File: config.mk
export PLATFORM = sky130hd
export DESIGN_NAME = tcp_sender
export DESIGN_NICKNAME = d
export VERILOG_FILES = /design/src/rtl/tcp_pkg.sv /design/src/rtl/tcp_snd_timer.sv /design/src/rtl/tcp_sender.sv
export SDC_FILE = /design/constraint.sdc
export NUM_CORES = 1
export LEC_CHECK = 0
export BUFFER_PORTS_ARGS = -buffer_cell sky130_fd_sc_hd__clkbuf_2
export CORE_MARGIN = 5
export CORE_UTILIZATION = 42
export DETAILED_ROUTE_END_ITERATION = 8
export MAX_ROUTING_LAYER = met4
export PLACE_DENSITY_LB_ADDON = 0.25
export RECOVER_POWER = 100
export SETUP_SLACK_MARGIN = 0.4
export SLEW_MARGIN = 20
export SYNTH_ARGS = -nofsm -noshare
export SYNTH_HDL_FRONTEND = slang
export SYNTH_SLANG_ARGS = --single-unit
File: constraint.sdc
create_clock -name clk -period 5.9 [get_ports clk]
set_clock_uncertainty 0.15 [all_clocks]
set_input_delay 0.885 -clock clk [delete_from_list [all_inputs] [get_ports clk]]
set_output_delay 0.885 -clock clk [all_outputs]
set_load 0.005 [all_outputs]
File: src/rtl/tcp_pkg.sv
// tcp_pkg: types, constants and sequence helper shared by the TCP sender and receive model.
package tcp_pkg;
    localparam int TCP_SEQ_W = 4;
    localparam logic [TCP_SEQ_W-1:0] SEQ_MASK = 4'd7;
    localparam logic [TCP_SEQ_W-1:0] WND_MAX = 4'd8;

    typedef enum logic [1:0] {
        S_IDLE,
        S_SEND,
        S_WAIT,
        S_PERSIST
    } snd_state_t;

    function automatic logic [TCP_SEQ_W-1:0] seq_diff(
        input logic [TCP_SEQ_W-1:0] a,
        input logic [TCP_SEQ_W-1:0] b
    );
        return (a - b) & SEQ_MASK;
    endfunction
endpackage

File: src/rtl/tcp_snd_timer.sv
// tcp_snd_timer: retransmit/persist counter; expires when it reaches RTO, clear has priority.
module tcp_snd_timer
    import tcp_pkg::*;
#(
    parameter int RTO = 6
) (
    input  logic clk,
    input  logic rst,
    input  logic i_clr,
    input  logic i_en,
    output logic o_expire
);
    localparam int W = $clog2(RTO + 1);

    logic [W-1:0] r_cnt;

    always_ff @(posedge clk or posedge rst) begin
        if (rst)
            r_cnt <= '0;
        else if (i_clr)
            r_cnt <= '0;
        else if (i_en)
            r_cnt <= r_cnt + W'(1);
    end

    assign o_expire = r_cnt == W'(RTO);
endmodule

File: src/rtl/tcp_sender.sv
// tcp_sender: mod-8 go-back-N transmitter that segments user byte counts within the advertised
// window and probes a zero window after RTO cycles.
module tcp_sender
    import tcp_pkg::*;
#(
    parameter int SEQ_W    = TCP_SEQ_W,
    parameter int MAX_SEG  = 4,
    parameter int INIT_WND = 4,
    parameter int RTO      = 6
) (
    input  logic             clk,
    input  logic             rst,
    input  logic             app_val,
    input  logic [SEQ_W-1:0] app_len,
    output logic             app_rdy,
    output logic             seg_val,
    output logic [SEQ_W-1:0] seg_seq,
    output logic [SEQ_W-1:0] seg_len,
    input  logic             rcv_ack,
    input  logic [SEQ_W-1:0] rcv_seq,
    input  logic [SEQ_W-1:0] rcv_buff,
    output logic [SEQ_W-1:0] snd_una,
    output logic [SEQ_W-1:0] snd_nxt,
    output logic [SEQ_W-1:0] retx_cnt
);
    localparam logic [SEQ_W-1:0] L_MAX_SEG  = SEQ_W'(MAX_SEG);
    localparam logic [SEQ_W-1:0] L_INIT_WND = SEQ_W'(INIT_WND);
    localparam logic [SEQ_W-1:0] L_ONE      = SEQ_W'(1);

    snd_state_t       r_state, w_state_nxt;
    logic [SEQ_W-1:0] r_una, r_nxt, r_wnd, r_retx, r_seg_seq, r_seg_len;
    logic [SEQ_W:0]   r_pend;
    logic             r_seg_val;

    logic [SEQ_W-1:0] w_infl, w_usable, w_cap, w_len, w_ack_dist, w_wnd_new;
    logic [SEQ_W:0]   w_add, w_sub;
    logic             w_ack_ok, w_tmr_en, w_tmr_clr, w_expire, w_timeout, w_probe;
    logic             w_send, w_accept;

    assign w_infl     = seq_diff(r_nxt, r_una);
    assign w_usable   = (r_wnd > w_infl) ? r_wnd - w_infl : '0;
    assign w_cap      = (w_usable < L_MAX_SEG) ? w_usable : L_MAX_SEG;
    assign w_len      = (r_pend < {1'b0, w_cap}) ? r_pend[SEQ_W-1:0] : w_cap;
    assign w_ack_dist = seq_diff(rcv_seq, r_una);
    assign w_ack_ok   = rcv_ack && (w_ack_dist <= w_infl);
    assign w_wnd_new  = (rcv_buff > WND_MAX) ? WND_MAX : rcv_buff;

    // An acceptable ack in the same cycle suppresses both retransmit and probe.
    assign w_tmr_en  = (w_infl != '0) || (r_state == S_PERSIST);
    assign w_timeout = w_expire && (w_infl != '0) && !w_ack_ok;
    assign w_probe   = w_expire && (r_state == S_PERSIST) && (w_infl == '0) && !w_ack_ok;
    assign w_tmr_clr = w_ack_ok || w_expire || !w_tmr_en;

    assign app_rdy  = r_pend == '0;
    assign w_accept = app_val && app_rdy;
    assign w_send   = (r_state == S_SEND) && (w_len != '0) && !w_timeout;
    assign w_add    = (w_accept ? {1'b0, app_len} : '0) + (w_timeout ? {1'b0, w_infl} : '0);
    assign w_sub    = w_send ? {1'b0, w_len} : {{SEQ_W{1'b0}}, w_probe};

    tcp_snd_timer #(.RTO(RTO)) u_timer (
        .clk      (clk),
        .rst      (rst),
        .i_clr    (w_tmr_clr),
        .i_en     (w_tmr_en),
        .o_expire (w_expire)
    );

    always_comb begin
        w_state_nxt = r_state;
        case (r_state)
            S_IDLE:    w_state_nxt = (r_pend != '0) ? S_SEND : S_IDLE;
            S_SEND:    if (w_len == '0)
                           w_state_nxt = (r_pend == '0) ? ((w_infl == '0) ? S_IDLE : S_WAIT) :
                                         (r_wnd == '0 && w_infl == '0) ? S_PERSIST : S_WAIT;
            S_WAIT:    w_state_nxt = (r_pend != '0 && w_usable != '0) ? S_SEND :
                                     (r_pend != '0 && r_wnd == '0 && w_infl == '0) ? S_PERSIST :
                                     (r_pend == '0 && w_infl == '0) ? S_IDLE : S_WAIT;
            S_PERSIST: w_state_nxt = (w_ack_ok || w_probe) ? S_WAIT : S_PERSIST;
        endcase
        if (w_timeout)
            w_state_nxt = S_SEND;
    end

    always_ff @(posedge clk or posedge rst) begin
        if (rst) begin
            r_state   <= S_IDLE;
            r_una     <= '0;
            r_nxt     <= '0;
            r_wnd     <= L_INIT_WND;
            r_pend    <= '0;
            r_retx    <= '0;
            r_seg_val <= 1'b0;
            r_seg_seq <= '0;
            r_seg_len <= '0;
        end else begin
            r_state   <= w_state_nxt;
            r_seg_val <= w_send || w_probe;
            r_seg_seq <= (w_send || w_probe) ? r_nxt : '0;
            r_seg_len <= w_send ? w_len : w_probe ? L_ONE : '0;
            r_nxt     <= w_timeout ? r_una :
                         w_send    ? (r_nxt + w_len) & SEQ_MASK :
                         w_probe   ? (r_nxt + L_ONE) & SEQ_MASK : r_nxt;
            r_pend    <= r_pend + w_add - w_sub;
            r_retx    <= (w_timeout && r_retx != '1) ? r_retx + L_ONE : r_retx;
            if (w_ack_ok) begin
                r_una <= rcv_seq & SEQ_MASK;
                r_wnd <= w_wnd_new;
            end
        end
    end

    assign seg_val  = r_seg_val;
    assign seg_seq  = r_seg_seq;
    assign seg_len  = r_seg_len;
    assign snd_una  = r_una;
    assign snd_nxt  = r_nxt;
    assign retx_cnt = r_retx;
endmodule

==> metrics.yaml <==
outcome: "finished, violations left"
violations: "max-capacitance violations, max-slew violations"
finalCritPeriodShare: 0.991
fin_nets: 361
cts_max_level: 2
area_growth_pct: 28.4
arrival_ns: 5.88
dr_total_vias: 1979
synth_top_family_by_area: "adder cells"
period_needed_ns: 5.85
synthMuxAreaShare: 0.0334
place.gp.congestion: 0.850
dieArea_sq_um: 7330
grt-ovfl-total: 0
diodes: 0
wl_microns: 5360
worstMarginPinSlew_ns: 1.78
slew_violations: 33
cts_tree: "done"
track_usage: 0.159
grt_antenna_before_repair: 0
worst_hold_slack_ns: 0.332
synth-adder-area-share: 0.189
grtUsageMet1: 0.191
clk_latency_ns: 0.29
die_h_microns: 85.6
clock-root-buffer: "clkbuf_8"
hp-class: "reg2reg"
grtUsageMet2: 0.258
initial_core_util: 0.433
first_pass_iters: 4
syn_inst: 249
viasPerCell: 5.09
synth-simple-area-share: 0.188
cts_buffers: 5
port_buffers: 33
relSlewSlack: -0.187
dieWidth_microns: 85.6
worstPathRequired_ns: 5.93
hpwl_microns: 4140
crit_path_start_kind: "register"
rows: 27
critPathCaptureType: "register"
drive_above_1_share: 0.309
postSynthAreaPerCell_sq_um: 9.64
hold_viol_final: 0
synth_compound_area_frac: 0.139
synth_xor_area_frac: 0.0537
drt_iter0_drc: 81
cts_buffer_depth: 2
rsz0062_at_grt: "true"
synth.cells.most_frequent: "dfrtp_1, inv_1, nand2_1, ha_1, nor2_1"
synth_top_area_share: 0.323
met3_usage: 0.0269
num_io_pins: 38
max_cap_viol_count: 1
grt_max_degree: 33
synth-seq-area-share: 0.334
grt.busiest_layer: "met2"
max_freq_ghz: 0.171
netlist_top_cells_area: "dfrtp_1, fa_1, ha_1"
grt_first_pass_wirelength_microns: 9050
yosys.area.top_type: "dfrtp_1"
grt_pass1_vias: 2013
wire_per_inst_microns: 13.8
synth-edff-count: 0
ant_nets: 0
synth.most_common_cell: "dfrtp_1"
async_reset_ff_frac: 1.00
cp_max_fo: 3
syn_area_sq_um: 2400
synth_cell_types: 58
finalSetupViolations: 0
yosysWarnings: 0
critPathKind: "reg2reg"
synth-main-ff-cell: "dfrtp_1"
drc: 0
coreArea_sq_um: 5540
synth_seq_cells: 32
path_clk_slew_ns: 0.07
clock_sinks: 32
[final cells by class]
| cell class | instances | area, sq um |
|---|---|---|
| multi-input combinational | 187 | 1610 |
| inverter | 25 | 93.8 |
| timing repair buffer | 66 | 388 |
| fill | 503 | 2460 |
| sequential | 32 | 802 |
| clock buffer | 7 | 96.3 |
| tap | 72 | 90.1 |
[metrics by stage]
stage / setup TNS (ns) / instances / util / worst slack, ns / instance area [sq um]
after floorplan: 0 / 252 / - / 0.105 / 2470
after global placement: -0.00242 / 372 / 0.514 / -0.00242 / 2850
after detailed placement: -0.0931 / 372 / 0.514 / -0.0499 / 2850
after CTS: 0 / 382 / 0.542 / 0.0386 / 3010
after global routing: -0.524 / 389 / 0.556 / -0.210 / 3080
final: 0 / 389 / 0.556 / 0.0504 / 3080
[registers in the layout, summed over array words and instances (netlist names)]
name,cells
r_pend,5
r_state,2
r_wnd,4
retx_cnt,4
seg_len,4
seg_seq,3
seg_val,1
snd_nxt,3
snd_una,3
u_timer.r_cnt,3
[worst max-delay path: stages, from the launching register on]
cell and delay (ns):
dfrtp_1 0.37, inv_1 0.06, ha_2 0.16, inv_2 0.04, fa_2 0.58, inv_2 0.07
ha_4 0.21, nor2b_4 0.12, or3_1 0.32, a41oi_2 0.20, o21ai_2 0.13, ha_4 0.28
a2111oi_4 0.38, o21a_1 0.21, nand2b_4 0.13, a21oi_2 0.05, nor3_2 0.17, a21oi_2 0.06
a211o_1 0.32, fa_2 0.44, fa_2 0.60, ha_4 0.15, inv_2 0.03, fa_1 0.37
xnor2_1 0.14
[cell families after synthesis]
family / count (synthesis)
flip-flops: 32
buffers and inverters: 33
AO/OA/AOI/OAI: 47
AND/OR/NAND/NOR: 85
adder cells (fa/ha/maj): 30
other: 2
multiplexers: 7
XOR/XNOR: 13
[routing by layer]
layer | share of wire | vias to the layer above
li1 | - | 981
met1 | 0.44 | 958
met2 | 0.51 | 28
met3 | 0.033 | 12
met4 | 0.024 | 0
met5 | 0 | -
[path summary, 6_finish.rpt]
kind / start / to / slack, ns / cells past startpoint
worst max-delay path: snd_nxt[0] / r_pend[3] / 0.05 / 24
worst min-delay path: u_timer.r_cnt[0] / u_timer.r_cnt[0] / 0.33 / 1
worst max register to register: snd_nxt[0] / r_pend[3] / 0.05 / 24
worst min register to register: u_timer.r_cnt[0] / u_timer.r_cnt[0] / 0.33 / 1
max in group asynchronous: rst / retx_cnt[3] / 3.52 / 3
min in group asynchronous: rst / u_timer.r_cnt[0] / 1.05 / 3
[layout by cell type, fill, tap and decap left out, drive strengths merged, types with 2 or more instances in the layout]
| master | synthesis | layout |
|---|---|---|
| clkbuf | 3 | 45 |
| o21ai | 12 | 12 |
| nand3b | 3 | 3 |
| nor4 | 2 | 2 |
| nor3b | 2 | 2 |
| o31ai | 3 | 3 |
| nor3 | 4 | 4 |
| inv | 25 | 25 |
| a2bb2oi | 2 | 2 |
| ha | 17 | 17 |
| nand2b | 8 | 8 |
| nor2 | 13 | 13 |
| nor2b | 3 | 3 |
| mux2i | 2 | 2 |
| nand2 | 24 | 24 |
| xor2 | 3 | 3 |
| a21o | 2 | 2 |
| buf | 5 | 28 |
| xnor2 | 9 | 9 |
| nand3 | 6 | 6 |
| nor4b | 3 | 3 |
| and2 | 5 | 5 |
| maj3 | 2 | 2 |
| dfrtp | 31 | 31 |
| a31oi | 2 | 2 |
| mux2 | 5 | 5 |
| conb | 2 | 5 |
| and3 | 6 | 6 |
| o21a | 2 | 2 |
| fa | 11 | 11 |
| a21oi | 13 | 13 |
| or3 | 3 | 3 |
[timing repair]
item	CTS	global route
setup buffers	3	7
hold buffers	0	0
endpoints found under the hold margin	0	0
gates resized for setup	11	7
pin swaps	6	10
gates cloned	0	0
setup endpoints to repair	3	6
Power is not shown: default switching activity piles up to over one toggle a cycle in this logic, so the estimate is an artifact.
